==> src/rtl/lab_pkg.sv <==
// lab_pkg: shared screen geometry, arithmetic widths and the circle FSM
// state type used by the circle engine and its screen-clear helper.
// Optional feature macro used by the engine: CIRCLE_CLEAR_EN.
package lab_pkg;

   localparam int SCREEN_W = 160;
   localparam int SCREEN_H = 120;
   localparam int COORD_W  = 10;   // signed point coordinates, -255..510
   localparam int CRIT_W   = 12;   // signed midpoint decision variable

   typedef enum logic [3:0] {
      IDLE,
      CLEAR,
      INIT,
      OCT1,
      OCT2,
      OCT3,
      OCT4,
      OCT5,
      OCT6,
      OCT7,
      OCT8,
      DONE
   } circle_state_t;

endpackage

==> src/rtl/screen_clear.sv <==
// screen_clear: x-major raster counter used to wipe the framebuffer before
// a circle is drawn. Only instantiated when CIRCLE_CLEAR_EN is defined.
// Ports:
//   clk, rst_n : clock, asynchronous active-low reset
//   start      : level enable; counters hold at (0,0) while low
//   x, y       : current pixel address
//   done       : high on the final pixel (SCREEN_W-1, SCREEN_H-1)
module screen_clear
   import lab_pkg::*;
(
   input  logic       clk,
   input  logic       rst_n,
   input  logic       start,
   output logic [7:0] x,
   output logic [6:0] y,
   output logic       done
);

   localparam logic [7:0] X_LAST = 8'(SCREEN_W - 1);
   localparam logic [6:0] Y_LAST = 7'(SCREEN_H - 1);

   always_ff @(posedge clk or negedge rst_n) begin
      if (!rst_n) begin
         x <= '0;
         y <= '0;
      end else if (!start) begin
         x <= '0;
         y <= '0;
      end else if (y == Y_LAST) begin
         y <= '0;
         x <= (x == X_LAST) ? '0 : x + 8'd1;
      end else begin
         y <= y + 7'd1;
      end
   end

   assign done = start && (x == X_LAST) && (y == Y_LAST);

endmodule

==> src/rtl/circle_plotter.sv <==
// circle_plotter: midpoint (Bresenham) circle rasteriser behind a level
// start/done handshake. Each loop iteration spends one cycle per octant,
// clipping every candidate point to the SCREEN_W x SCREEN_H framebuffer;
// in-screen points are emitted on the plot bus one per cycle.
// Macro CIRCLE_CLEAR_EN: when defined, the whole screen is first cleared to
// colour 0 (x-major) by the screen_clear sub-module.
// Ports:
//   clk, rst_n            : clock, asynchronous active-low reset
//   start                 : level request, sampled only in IDLE
//   centre_x, centre_y    : circle centre (may be off-screen)
//   radius, colour        : circle radius and pixel colour
//   done                  : high while in DONE
//   vga_x, vga_y          : plot coordinates
//   vga_colour, vga_plot  : plot colour and write strobe
module circle_plotter
   import lab_pkg::*;
(
   input  logic       clk,
   input  logic       rst_n,
   input  logic       start,
   input  logic [7:0] centre_x,
   input  logic [6:0] centre_y,
   input  logic [7:0] radius,
   input  logic [2:0] colour,
   output logic       done,
   output logic [7:0] vga_x,
   output logic [6:0] vga_y,
   output logic [2:0] vga_colour,
   output logic       vga_plot
);

   localparam logic signed [COORD_W-1:0] X_MAX   = COORD_W'(SCREEN_W - 1);
   localparam logic signed [COORD_W-1:0] Y_MAX   = COORD_W'(SCREEN_H - 1);
   localparam logic signed [COORD_W-1:0] C_ONE   = COORD_W'(1);
   localparam logic signed [CRIT_W-1:0]  K_ONE   = CRIT_W'(1);

   circle_state_t state, nxt_state;

   logic [7:0] cx_r;
   logic [6:0] cy_r;
   logic [7:0] r_r;
   logic [2:0] col_r;

   logic signed [COORD_W-1:0] off_x, off_y, nxt_off_x, nxt_off_y;
   logic signed [CRIT_W-1:0]  crit, nxt_crit;

   logic signed [COORD_W-1:0] y_new, x_new;
   logic signed [CRIT_W-1:0]  y_ext, x_ext;

   logic signed [COORD_W-1:0] cx_s, cy_s, px, py;
   logic                      is_oct, on_screen;

   logic       done_r, plot_en;
   logic [7:0] plot_x;
   logic [6:0] plot_y;
   logic [2:0] plot_col;

`ifdef CIRCLE_CLEAR_EN
   logic [7:0] clr_x;
   logic [6:0] clr_y;
   logic       clr_done;

   screen_clear u_clear (
      .clk   (clk),
      .rst_n (rst_n),
      .start (state == CLEAR),
      .x     (clr_x),
      .y     (clr_y),
      .done  (clr_done)
   );
`endif

   // Next state and next loop variables.
   always_comb begin
      nxt_state = state;
      nxt_off_x = off_x;
      nxt_off_y = off_y;
      nxt_crit  = crit;
      y_new     = off_y + C_ONE;
      x_new     = off_x;
      y_ext     = {{(CRIT_W-COORD_W){y_new[COORD_W-1]}}, y_new};
      x_ext     = '0;
      unique case (state)
         IDLE: begin
            if (start) begin
`ifdef CIRCLE_CLEAR_EN
               nxt_state = CLEAR;
`else
               nxt_state = INIT;
`endif
            end
         end
`ifdef CIRCLE_CLEAR_EN
         CLEAR: begin
            if (clr_done) nxt_state = INIT;
         end
`endif
         INIT: begin
            nxt_off_x = {{(COORD_W-8){1'b0}}, r_r};
            nxt_off_y = '0;
            nxt_crit  = K_ONE - $signed({{(CRIT_W-8){1'b0}}, r_r});
            nxt_state = OCT1;
         end
         OCT1: nxt_state = OCT2;
         OCT2: nxt_state = OCT3;
         OCT3: nxt_state = OCT4;
         OCT4: nxt_state = OCT5;
         OCT5: nxt_state = OCT6;
         OCT6: nxt_state = OCT7;
         OCT7: nxt_state = OCT8;
         OCT8: begin
            // Offsets are kept signed so r=0 can step off_x to -1 and end.
            if (crit[CRIT_W-1] || crit == '0) begin
               nxt_crit = crit + (y_ext <<< 1) + K_ONE;
            end else begin
               x_new    = off_x - C_ONE;
               x_ext    = {{(CRIT_W-COORD_W){x_new[COORD_W-1]}}, x_new};
               nxt_crit = crit + ((y_ext - x_ext) <<< 1) + K_ONE;
            end
            nxt_off_x = x_new;
            nxt_off_y = y_new;
            nxt_state = (y_new <= x_new) ? OCT1 : DONE;
         end
         DONE: begin
            if (!start) nxt_state = IDLE;
         end
         default: nxt_state = IDLE;
      endcase
   end

   // Candidate point of the state being entered, so the plot outputs can be
   // registered and still be valid for the whole OCTk cycle.
   assign cx_s = {{(COORD_W-8){1'b0}}, cx_r};
   assign cy_s = {{(COORD_W-7){1'b0}}, cy_r};

   always_comb begin
      px     = '0;
      py     = '0;
      is_oct = 1'b1;
      unique case (nxt_state)
         OCT1: begin px = cx_s + nxt_off_x; py = cy_s + nxt_off_y; end
         OCT2: begin px = cx_s + nxt_off_y; py = cy_s + nxt_off_x; end
         OCT3: begin px = cx_s - nxt_off_x; py = cy_s + nxt_off_y; end
         OCT4: begin px = cx_s - nxt_off_y; py = cy_s + nxt_off_x; end
         OCT5: begin px = cx_s - nxt_off_x; py = cy_s - nxt_off_y; end
         OCT6: begin px = cx_s - nxt_off_y; py = cy_s - nxt_off_x; end
         OCT7: begin px = cx_s + nxt_off_x; py = cy_s - nxt_off_y; end
         OCT8: begin px = cx_s + nxt_off_y; py = cy_s - nxt_off_x; end
         default: is_oct = 1'b0;
      endcase
      on_screen = !px[COORD_W-1] && (px <= X_MAX) &&
                  !py[COORD_W-1] && (py <= Y_MAX);
   end

   always_ff @(posedge clk or negedge rst_n) begin
      if (!rst_n) begin
         state    <= IDLE;
         cx_r     <= '0;
         cy_r     <= '0;
         r_r      <= '0;
         col_r    <= '0;
         off_x    <= '0;
         off_y    <= '0;
         crit     <= '0;
         done_r   <= 1'b0;
         plot_en  <= 1'b0;
         plot_x   <= '0;
         plot_y   <= '0;
         plot_col <= '0;
      end else begin
         state <= nxt_state;
         off_x <= nxt_off_x;
         off_y <= nxt_off_y;
         crit  <= nxt_crit;
         if (state == IDLE && start) begin
            cx_r  <= centre_x;
            cy_r  <= centre_y;
            r_r   <= radius;
            col_r <= colour;
         end
         done_r <= (nxt_state == DONE);
         if (is_oct) begin
            plot_en  <= on_screen;
            plot_x   <= px[7:0];
            plot_y   <= py[6:0];
            plot_col <= col_r;
         end else begin
            plot_en  <= 1'b0;
            plot_x   <= '0;
            plot_y   <= '0;
            plot_col <= '0;
         end
      end
   end

   assign done = done_r;

`ifdef CIRCLE_CLEAR_EN
   assign vga_x      = (state == CLEAR) ? clr_x : plot_x;
   assign vga_y      = (state == CLEAR) ? clr_y : plot_y;
   assign vga_colour = (state == CLEAR) ? 3'd0  : plot_col;
   assign vga_plot   = (state == CLEAR) ? 1'b1  : plot_en;
`else
   assign vga_x      = plot_x;
   assign vga_y      = plot_y;
   assign vga_colour = plot_col;
   assign vga_plot   = plot_en;
`endif

endmodule

==> config.mk <==
export PLATFORM = sky130hd
export DESIGN_NAME = circle_plotter
export DESIGN_NICKNAME = d
export VERILOG_FILES = /design/src/rtl/lab_pkg.sv /design/src/rtl/screen_clear.sv /design/src/rtl/circle_plotter.sv
export SDC_FILE = /design/constraint.sdc
export NUM_CORES = 1
export LEC_CHECK = 0
export BUFFER_PORTS_ARGS = -buffer_cell sky130_fd_sc_hd__clkbuf_2
export CAP_MARGIN = 5
export CORE_MARGIN = 5
export CORE_UTILIZATION = 55
export DETAILED_ROUTE_END_ITERATION = 8
export GPL_TIMING_DRIVEN = 0
export PLACE_DENSITY_LB_ADDON = 0.15
export SYNTH_ARGS = -nofsm -noshare
export SYNTH_HDL_FRONTEND = slang
export SYNTH_SLANG_ARGS = --single-unit
==> constraint.sdc <==
create_clock -name clk -period 8.2 [get_ports clk]
set_clock_uncertainty 0.1 [all_clocks]
set_input_delay 1.64 -clock clk [delete_from_list [all_inputs] [get_ports clk]]
set_output_delay 1.64 -clock clk [all_outputs]
set_load 0.005 [all_outputs]
== After elaboration in Yosys (flattened, before gate mapping) ==
Index checks and enable logic that the tools add are counted.
W data, S select, Z words.
Operators by class
  add/sub/neg operators: 16
  reductions and logical operators: 19
  magnitude comparators: 3
  mux-type cells: 17
  eq/ne operators: 19
Operators by type and width (number)
  $pmux W10 S4: 2
  $pmux W4 S11: 1
  $pmux W10 S2: 2
  $eq A4 B3 Y1 const B: 8
  $eq A4 B4 Y1 const B: 8
  $add A12 B2 Y12 const B: 2
  $pmux W12 S2: 1
  $add A8 B10 Y10: 2
  $add A9 B10 Y10: 2
  $mux W10: 2
  $sub A8 B10 Y10: 2
  $sub A9 B10 Y10: 2
  $reduce_or A2 Y1: 8
  $add A12 B11 Y12: 1
  $add A12 B12 Y12: 1
  $eq A4 B2 Y1 const B: 3
  $logic_not A12 Y1: 1
  $mux W12: 1
  $mux W4: 3
  $sub A10 B10 Y11: 1
  $add A10 B2 Y10 const B: 1
  $le A10 B10 Y1: 1
  $le A10 B8 Y1 const B: 1
  $le A10 B9 Y1 const B: 1
  12 further kinds: 17
Word-level totals
  logic and storage cells: 87
  register bits after elaboration: 82
  output and inout port bits: 20
  input bits: 29

== Longest topological paths before layout ==
Gate-level depths: netlist of the first run.
  word-level depth: 15
  depth in mapped cells: 29
  depth with buffers taken out: 27

== Least setup slack after synthesis of the first run ==
Ideal clock, no wire load.
  kind: register -> register
  start: register crit[7]
  end: register plot_en (netlist: vga_plot)
  data arrival time: 6274 ps
  stages on the path, launching flop included: 26
  clock period less this slack: 6456 ps
  library setup time: 82 ps
  data required time: 8018 ps
  setup slack: 1744 ps
  buffers on the path: 3
  path through: dfrtp_1 > or4_1 > o31ai_1 > clkbuf_1 > clkbuf_1 > nor2_1 > xnor2_1 > ha_1 > and4_1 > and2_1 > a221oi_1 > o41a_1 > clkbuf_1 > inv_1 > and3_1 > a221o_1 > ha_1 > a21o_1 > a211oi_1 > nor2_1 > o41ai_1 > xor2_1 > o211ai_1 > a2111o_1 > a211o_1 > a22oi_2
Between the ends
  longest elaborated chain between the ends: 15
  elaborated cells on any way between the ends: 40
  those cells by class: 4 x add/sub; 3 x order compare; 8 x eq/ne; 9 x mux; 16 x reduce/logical
RTL lines
  from (decl): RTL line circle_plotter.sv:45  | logic signed [CRIT_W-1:0] crit, nxt_crit;
  from (signal assigned): RTL line circle_plotter.sv:174  | crit <= nxt_crit;
  $logic_not A12 Y1 *: RTL line circle_plotter.sv:113  | if (crit[CRIT_W-1] || crit == '0) begin
  $logic_or A1 B1 Y1 *: RTL line circle_plotter.sv:113
  $mux W10 *: RTL line circle_plotter.sv:113
  $mux W10 *: RTL line circle_plotter.sv:83  | unique case (state)
  $le A10 B10 Y1: RTL line circle_plotter.sv:122  | nxt_state = (y_new <= x_new) ? OCT1 : DONE;
  $mux W4: RTL line circle_plotter.sv:122
  $pmux W4 S11: RTL line circle_plotter.sv:83
  $eq A4 B4 Y1, or another cell as far along: RTL line circle_plotter.sv:140  | unique case (nxt_state)
  $reduce_or A2 Y1 (no source line)
  $pmux W10 S4: RTL line circle_plotter.sv:140
  $le A10 B9 Y1 / $logic_not A1 Y1 (equally long branches): RTL line circle_plotter.sv:151  | on_screen = !px[COORD_W-1] && (px <= X_MAX) &&
  $logic_and A1 B1 Y1 (2 in a row): RTL line circle_plotter.sv:151
  $logic_and A1 B1 Y1: RTL line circle_plotter.sv:152  | !py[COORD_W-1] && (py <= Y_MAX);
  $mux W1 *: RTL line circle_plotter.sv:182  | if (is_oct) begin
  to (signal assigned): RTL line circle_plotter.sv:183  | plot_en <= on_screen;
  to (decl): RTL line circle_plotter.sv:53  | logic done_r, plot_en;
Every way passes the cells marked *; elsewhere a longest branch is shown, timed or not. The select of a mux whose other input is x is not followed.
A chain may end at the register's enable or synchronous reset.

== Worst setup path in the final report of the first run ==
  start: register crit[6]
  end: register plot_en (netlist: vga_plot)
The elaborated chain is that of the path after synthesis.

==> summary.md, run 1 <==
| Metric | Value |
|---|---|
| Core ar. | 0.01314 mm2 |
| Placement Rows | 42 |
| Cell variety after synth | 73 |
| Relative area change from synthesis to final layout | 10.97% |
| Via count of the first global-routing pass | 6745 |
| Post-Synthesis Cells | 876 |
| Max incr delay on CP | 990 ps |
| GR Overflow Total | 0 |
| Post-route DRC violation count | 0 |
| Unrepaired setup endpoints after global routing | no |
| Count of flip-flops with a built-in enable after synthesis | 0 |
| Share of synthesized registers carrying an async set or reset | 1.000 |
| Total global routing track utilization | 0.2692 |
| GPL Wtd Cong | 0.9675 |
| Max-Slew Margin vs Limit | 0.1686 |
| Final cycle utilization of the critical path | 0.9459 |
| Pin slew with the least headroom to its limit | 1241 ps |
| Setup-violating endpoint count in the final report | 0 |
| Data required time at the worst endpoint | 8370 ps |
| Effective utilization at floorplan | 0.5576 |
| Critical register-to-register path endpoint | vga_plot |
| Critical path endpoint category | flip-flop |
| Crit path max-delay family | compound AO/OA/AOI/OAI gates |
| Final routed wirelength across all metal layers | 20600 um |
| HPWL reported at the end of detailed placement | 15910 um |
| Cell-by-cell trace of the critical path | nor3_1 -> a31oi_1 -> clkbuf_1 -> nand2_1 -> xor2_1 -> ha_1 -> and4_1 -> and2_1 -> a221oi_1 -> o41a_1 -> clkbuf_1 -> inv_1 -> and3_1 -> a221o_1 -> ha_1 -> a21o_1 -> a211oi_1 -> nor2_1 -> o41ai_1 -> xor2_1 -> o211ai_1 -> a2111o_1 -> a211o_1 -> a22oi_2 |
| Hold endpoint | vga_colour[1] |
| Most used flip-flop cell after synthesis | sky130_fd_sc_hd__dfrtp_1 |
| Final critical-path required period | 7756 ps |
| Routed len/inst | 18.46 um |
| Wire length of the first global-routing pass | 34340 um |
| Worst-path fanout max | 10 |
| CP Class | flip-flop to flip-flop |
| Latest clock arrival within the worst-skew pair | 350 ps |
| Synth Register Bits | 82 |
| Fillers | 1202 |
| Crit path launch type | flip-flop |
| Total negative setup slack | 0 ps |
| Die boundary height | 125.4 um |
| Number of failing hold endpoints at the final stage | 0 |
| IO Pins | 49 |
| Sinks on the clock net | 82 |
| Max capacitance violation total | 0 |
| Max Slew Vio Count | 0 |
| Highest achievable clock rate | 128.9 MHz |
| Number of clock buffers inserted by TritonCTS | 9 |
| TritonCTS clock tree | yes |
| Clock transition at path regs | 70 ps |
| Die Area | 0.01573 mm2 |
| Die width | 125.4 um |
| Number of routed nets with antenna violations | 0 |
| Routed vias | 6848 |
| Number of buffers and inverters on the critical path | 3 |
| Number of hold buffers added after cts | 0 |
| Register-to-Register Path Depth | 24 |
| CTS max path bufs | 2 |
| Class of the tightest hold or removal check | flip-flop to flip-flop |
| Worst endpoint data arrival time | 7920 ps |
| Hold Path Depth | 1 |
| Diode count | 0 |
| Result of the run | finished clean |
| Ratio of cells with drive above 1 in the final layout | 0.1170 |
| Synthesized Nets | 970 |
| Iteration-0 DRC count of the detailed router | 554 |
| Cell count after placement | 1101 |
| Worst R2R Start | crit[6] |
| Slowest CP cell | sky130_fd_sc_hd__a31oi_1 |
| Hold wc startpoint | col_r[1] |
| Total iterations of the first detailed-routing run | 6 |
| Fin cells | 1116 |
| Vias per std cell | 6.136 |
| Per-instance average area after synthesis | 8.363 um2 |
| Count of input and output buffers | 48 |
| Antenna violations before repair | 0 |
| Synth warnings | 0 |
| Setup repair bufs after CTS | 0 |
| Number of gates resized after cts | 0 |
| H-Tree Level Count | 3 |
| Synthesized cell area | 0.007326 mm2 |
| Flop2flop setup slack | 440 ps |
| Clk Tree Root Cell | sky130_fd_sc_hd__clkbuf_16 |
| Final net count | 1029 |
| Sequential share of the synthesized area | 0.2801 |
| Maximum number of pins on one net before global-route repair | 67 |
[cell families (layout without fill, tap and decap cells)]
logic type / count (synthesis) / after routing / synth area share
fa+ha+maj: 66 / 66 / 0.1175
buf+inv: 95 / 159 / 0.05039
compound gates: 247 / 247 / 0.2217
mux: 36 / 36 / 0.05380
simple gates: 277 / 277 / 0.1892
flops: 82 / 82 / 0.2801
xor+xnor: 73 / 73 / 0.08728
[worst max path at each step]
stage               end  slack (ps)  startpoint  cells past startpoint
6_report       vga_plot         440     crit[6]                     24
5_1_grt        vga_plot          80     crit[4]                     24
4_1_cts        vga_plot         140     crit[7]                     25
3_5_place_dp   vga_plot         180     crit[7]                     25
3_3_place_gp   vga_plot         170     crit[7]                     25
2_1_floorplan  vga_plot        1740     crit[7]                     25
[state kept, by name, indices dropped and copies added, names as in the netlist, 3 cells and up]
register,cells
off_x,10
crit,12
vga_y,7
cx_r,8
off_y,10
r_r,8
cy_r,7
col_r,3
vga_colour,3
vga_x,8
state,4
[final cells by class]
cell class | count | area [um2] | area share
well taps | 176 | 220.2 | 0.02709
inverters | 52 | 195.2 | 0.02401
plain buffers | 42 | 171.4 | 0.02109
repair buffers | 49 | 270.3 | 0.03325
flip-flops and latches | 82 | 2052 | 0.2524
clock buffers | 9 | 225.2 | 0.02771
multi-input cells | 699 | 4911 | 0.6041
clock inverters | 7 | 83.83 | 0.01031
[placed cells by master, fill, tap and decap left out, types with 4 or more instances in the layout]
cell,synthesis,layout
sky130_fd_sc_hd__dfrtp_1,82,82
sky130_fd_sc_hd__nor2_1,78,78
sky130_fd_sc_hd__nand2_1,69,69
sky130_fd_sc_hd__ha_1,60,60
sky130_fd_sc_hd__a21oi_1,59,59
sky130_fd_sc_hd__inv_1,52,52
sky130_fd_sc_hd__o21ai_0,52,52
sky130_fd_sc_hd__clkbuf_2,0,48
sky130_fd_sc_hd__xnor2_1,44,44
sky130_fd_sc_hd__clkbuf_1,32,30
sky130_fd_sc_hd__xor2_1,29,29
sky130_fd_sc_hd__nor3_1,27,27
sky130_fd_sc_hd__mux2_2,27,27
sky130_fd_sc_hd__a21o_1,19,19
sky130_fd_sc_hd__nand3_1,18,18
sky130_fd_sc_hd__or3_1,12,12
sky130_fd_sc_hd__a22oi_1,12,12
sky130_fd_sc_hd__and2_1,12,12
sky130_fd_sc_hd__a31oi_1,11,11
sky130_fd_sc_hd__o22ai_1,11,11
sky130_fd_sc_hd__nor2b_1,11,11
sky130_fd_sc_hd__o211ai_1,11,11
sky130_fd_sc_hd__a211oi_1,11,11
sky130_fd_sc_hd__nor4_1,10,10
sky130_fd_sc_hd__mux2i_1,9,9
sky130_fd_sc_hd__clkbuf_16,0,9
sky130_fd_sc_hd__a221oi_1,7,7
sky130_fd_sc_hd__buf_1,6,6
sky130_fd_sc_hd__or4_1,6,6
sky130_fd_sc_hd__nand2b_1,6,6
sky130_fd_sc_hd__o21a_1,5,5
sky130_fd_sc_hd__nand4_1,5,5
sky130_fd_sc_hd__a211o_1,5,5
sky130_fd_sc_hd__o221ai_1,5,5
sky130_fd_sc_hd__o21bai_1,5,5
sky130_fd_sc_hd__fa_1,5,5
sky130_fd_sc_hd__buf_2,4,4
sky130_fd_sc_hd__and4_1,4,4
[Yosys cell counts (9+ instances only)]
cell type,instances,area share
sky130_fd_sc_hd__clkbuf_1,32,0.016
sky130_fd_sc_hd__nor2b_1,11,0.0094
sky130_fd_sc_hd__ha_1,60,0.10
sky130_fd_sc_hd__inv_1,52,0.027
sky130_fd_sc_hd__mux2i_1,9,0.012
sky130_fd_sc_hd__a211oi_1,11,0.011
sky130_fd_sc_hd__mux2_2,27,0.042
sky130_fd_sc_hd__nor2_1,78,0.040
sky130_fd_sc_hd__a22oi_1,12,0.012
sky130_fd_sc_hd__a21o_1,19,0.019
sky130_fd_sc_hd__and2_1,12,0.010
sky130_fd_sc_hd__a21oi_1,59,0.040
sky130_fd_sc_hd__nor4_1,10,0.0085
sky130_fd_sc_hd__or3_1,12,0.010
sky130_fd_sc_hd__o21ai_0,52,0.036
sky130_fd_sc_hd__xnor2_1,44,0.053
sky130_fd_sc_hd__dfrtp_1,82,0.28
sky130_fd_sc_hd__o22ai_1,11,0.0094
sky130_fd_sc_hd__nand3_1,18,0.012
sky130_fd_sc_hd__nand2_1,69,0.035
sky130_fd_sc_hd__o211ai_1,11,0.011
sky130_fd_sc_hd__nor3_1,27,0.018
sky130_fd_sc_hd__xor2_1,29,0.035
sky130_fd_sc_hd__a31oi_1,11,0.0094
[through the flow]
| stage | setup slack, ps | area [um2] | util | hold WS (ps) |
|---|---|---|---|---|
| floorplan | 1744 | 7326 | - | 347.4 |
| global placement | 173.8 | 7786 | 0.5927 | 351.2 |
| detailed placement | 179.1 | 7816 | 0.5950 | 358.7 |
| CTS | 136.6 | 8125 | 0.6185 | 375.6 |
| global route | 82.23 | 8129 | 0.6188 | 396.4 |
| finish | 443.7 | 8129 | 0.6188 | 371.4 |
[worst reg2reg max path: cells and delay by family (launching register included)]
| family | cells | cell delay [ps] |
|---|---|---|
| compound gates | 11 | 3830 |
| buf+inv | 3 | 1230 |
| simple gates | 6 | 960 |
| fa+ha+maj | 2 | 620 |
| xor+xnor | 2 | 480 |
| flops | 1 | 450 |
[routing by layer]
layer | vias up | GRT usage | share of wire
li1 | 3305 | - | -
met1 | 3220 | 0.3454 | 0.43
met2 | 264 | 0.4445 | 0.47
met3 | 59 | 0.04307 | 0.058
met4 | 0 | 0.1288 | 0.045
met5 | - | 0 | 0
Power of run 1 is not shown: default switching activity piles up to over one toggle a cycle in this logic, so the estimate is an artifact.
==> inputs of run 2 (changes only) <==
clock period = 6.7 ns   (was 8.2 ns; I/O delays follow)
==> summary.md, run 2 (same netlist as run 1, synthesis figures left out) <==
| Metric | Value |
|---|---|
| Result of the run | finished clean |
| Diode count | 0 |
| HPWL reported at the end of detailed placement | 15910 um |
| Crit. Startpoint | off_x[2] |
| Top flop regs | crit: 12 flops, off_x: 10 flops, off_y: 10 flops |
| Iteration-0 DRC count of the detailed router | 516 |
| Number of routed nets with antenna violations | 0 |
| Pin slew with the least headroom to its limit | 1051 ps |
| Total negative setup slack | 0 ps |
| Worst endpoint data arrival time | 6650 ps |
| Sinks on the clock net | 82 |
| Effective utilization at floorplan | 0.5576 |
| Die width | 125.4 um |
| Max capacitance violation total | 0 |
| Data required time at the worst endpoint | 6870 ps |
| Core ar. | 0.01314 mm2 |
| Most frequent cells in the layout | 80 x sky130_fd_sc_hd__dfrtp_1, 77 x sky130_fd_sc_hd__nor2_1, 69 x sky130_fd_sc_hd__nand2_1 |
| Highest achievable clock rate | 154.2 MHz |
| Vias per std cell | 6.129 |
| Routed vias | 6944 |
| Total iterations of the first detailed-routing run | 7 |
| Antenna violations before repair | 0 |
| Worst-path fanout max | 9 |
| H-Tree Level Count | 3 |
| IO Pins | 49 |
| Number of clock buffers inserted by TritonCTS | 9 |
| Final net count | 1046 |
| Setup-violating endpoint count in the final report | 0 |
| Die Area | 0.01573 mm2 |
| Max incr delay on CP | 540 ps |
| Critical path endpoint category | flip-flop |
| Class of the tightest hold or removal check | flip-flop to flip-flop |
| Cell count after placement | 1101 |
| Relative area change from synthesis to final layout | 14.72% |
| Slowest CP cell | sky130_fd_sc_hd__or4_4 |
| Ratio of cells with drive above 1 in the final layout | 0.1536 |
| TritonCTS clock tree | yes |
| Maximum number of pins on one net before global-route repair | 67 |
| Final design area excluding fillers | 0.008404 mm2 |
| Crit path launch type | flip-flop |
| Hold wc startpoint | col_r[1] |
| Largest register by flop count | crit |
| Clock transition at path regs | 70 ps |
| Count of input and output buffers | 48 |
| Number of failing hold endpoints at the final stage | 0 |
| Max Slew Vio Count | 0 |
| Clk Tree Root Cell | sky130_fd_sc_hd__clkbuf_16 |
| Placement Rows | 42 |
| Fillers | 1165 |
| Final critical-path required period | 6484 ps |
| Post-route DRC violation count | 0 |
| Worst R2R Start | off_x[2] |
| Smallest hold slack | 372.3 ps |
| Most common library cell in the layout ignoring fill and taps | sky130_fd_sc_hd__dfrtp_1 |
| Die boundary height | 125.4 um |
| Final cycle utilization of the critical path | 0.9677 |
| CTS max path bufs | 2 |
| CP Class | flip-flop to flip-flop |
| Wire length of the first global-routing pass | 35030 um |
| GR Overflow Total | 0 |
| Total global routing track utilization | 0.2744 |
| Routed len/inst | 18.84 um |
| Max reg flops | 12 |
| Post-place instance area | 0.007816 mm2 |
| Latest clock arrival within the worst-skew pair | 350 ps |
| GPL Wtd Cong | 0.9675 |
| Max-Slew Margin vs Limit | 0.2978 |
| Via count of the first global-routing pass | 6907 |
| Final routed wirelength across all metal layers | 21350 um |
| Fin cells | 1133 |
run 2: metrics by stage:
step | util | worst slack, ps
after global placement | 0.5927 | -1326
after CTS | 0.6330 | 26.72
after detailed placement | 0.5950 | -1321
final | 0.6397 | 216.2
after floorplan | - | 244.3
after global routing | 0.6397 | -11.76
run 2: area by class of cell:
class	count	area (um2)	share of cell area
multi-input cells	699	5034	0.5989
flip-flops and latches	82	2054	0.2445
repair buffers	66	397.9	0.04734
clock buffers	9	225.2	0.02680
well taps	176	220.2	0.02620
inverters	52	198.9	0.02367
plain buffers	42	190.2	0.02263
clock inverters	7	83.83	0.009975
run 2: repair_timing:
| action | 4_1_cts | 5_1_grt |
|---|---|---|
| gates resized for setup | 20 | 14 |
| setup endpoints to repair | 4 | 2 |
| setup buffers | 12 | 5 |
| pin swaps | 5 | 10 |
| endpoints found under the hold margin | 0 | 0 |
| hold buffers | 0 | 0 |
run 2: layer usage:
layer  track usage  vias to the layer above  routed length [um]
met2        0.4568                      275               10120
li1              -                     3337                   -
met4        0.1358                        0                 967
met1        0.3465                     3268                8924
met3       0.04435                       64                1333
met5             0                        -                   0
run 2: worst paths after layout:
path	to	slack [ps]	cells past startpoint
setup / recovery	vga_plot	220	27
hold / removal	vga_colour[1]	370	1
setup reg to reg	vga_plot	220	27
hold reg to reg	vga_colour[1]	370	1
max in group asynchronous	off_x[3]	5050	2
min in group asynchronous	crit[2]	800	1
run 2: worst max-delay path, delay by kind of cell (launching register included):
| kind | cells | cell delay, ps |
|---|---|---|
| AOI/OAI and AO/OA | 9 | 1980 |
| xor gates and xnor gates | 1 | 100 |
| adders and majority gates | 2 | 800 |
| buffers and inverters | 5 | 600 |
| DFF | 1 | 380 |
| and+or+nand+nor | 10 | 2420 |
Power of run 2 is left out for the same reason.
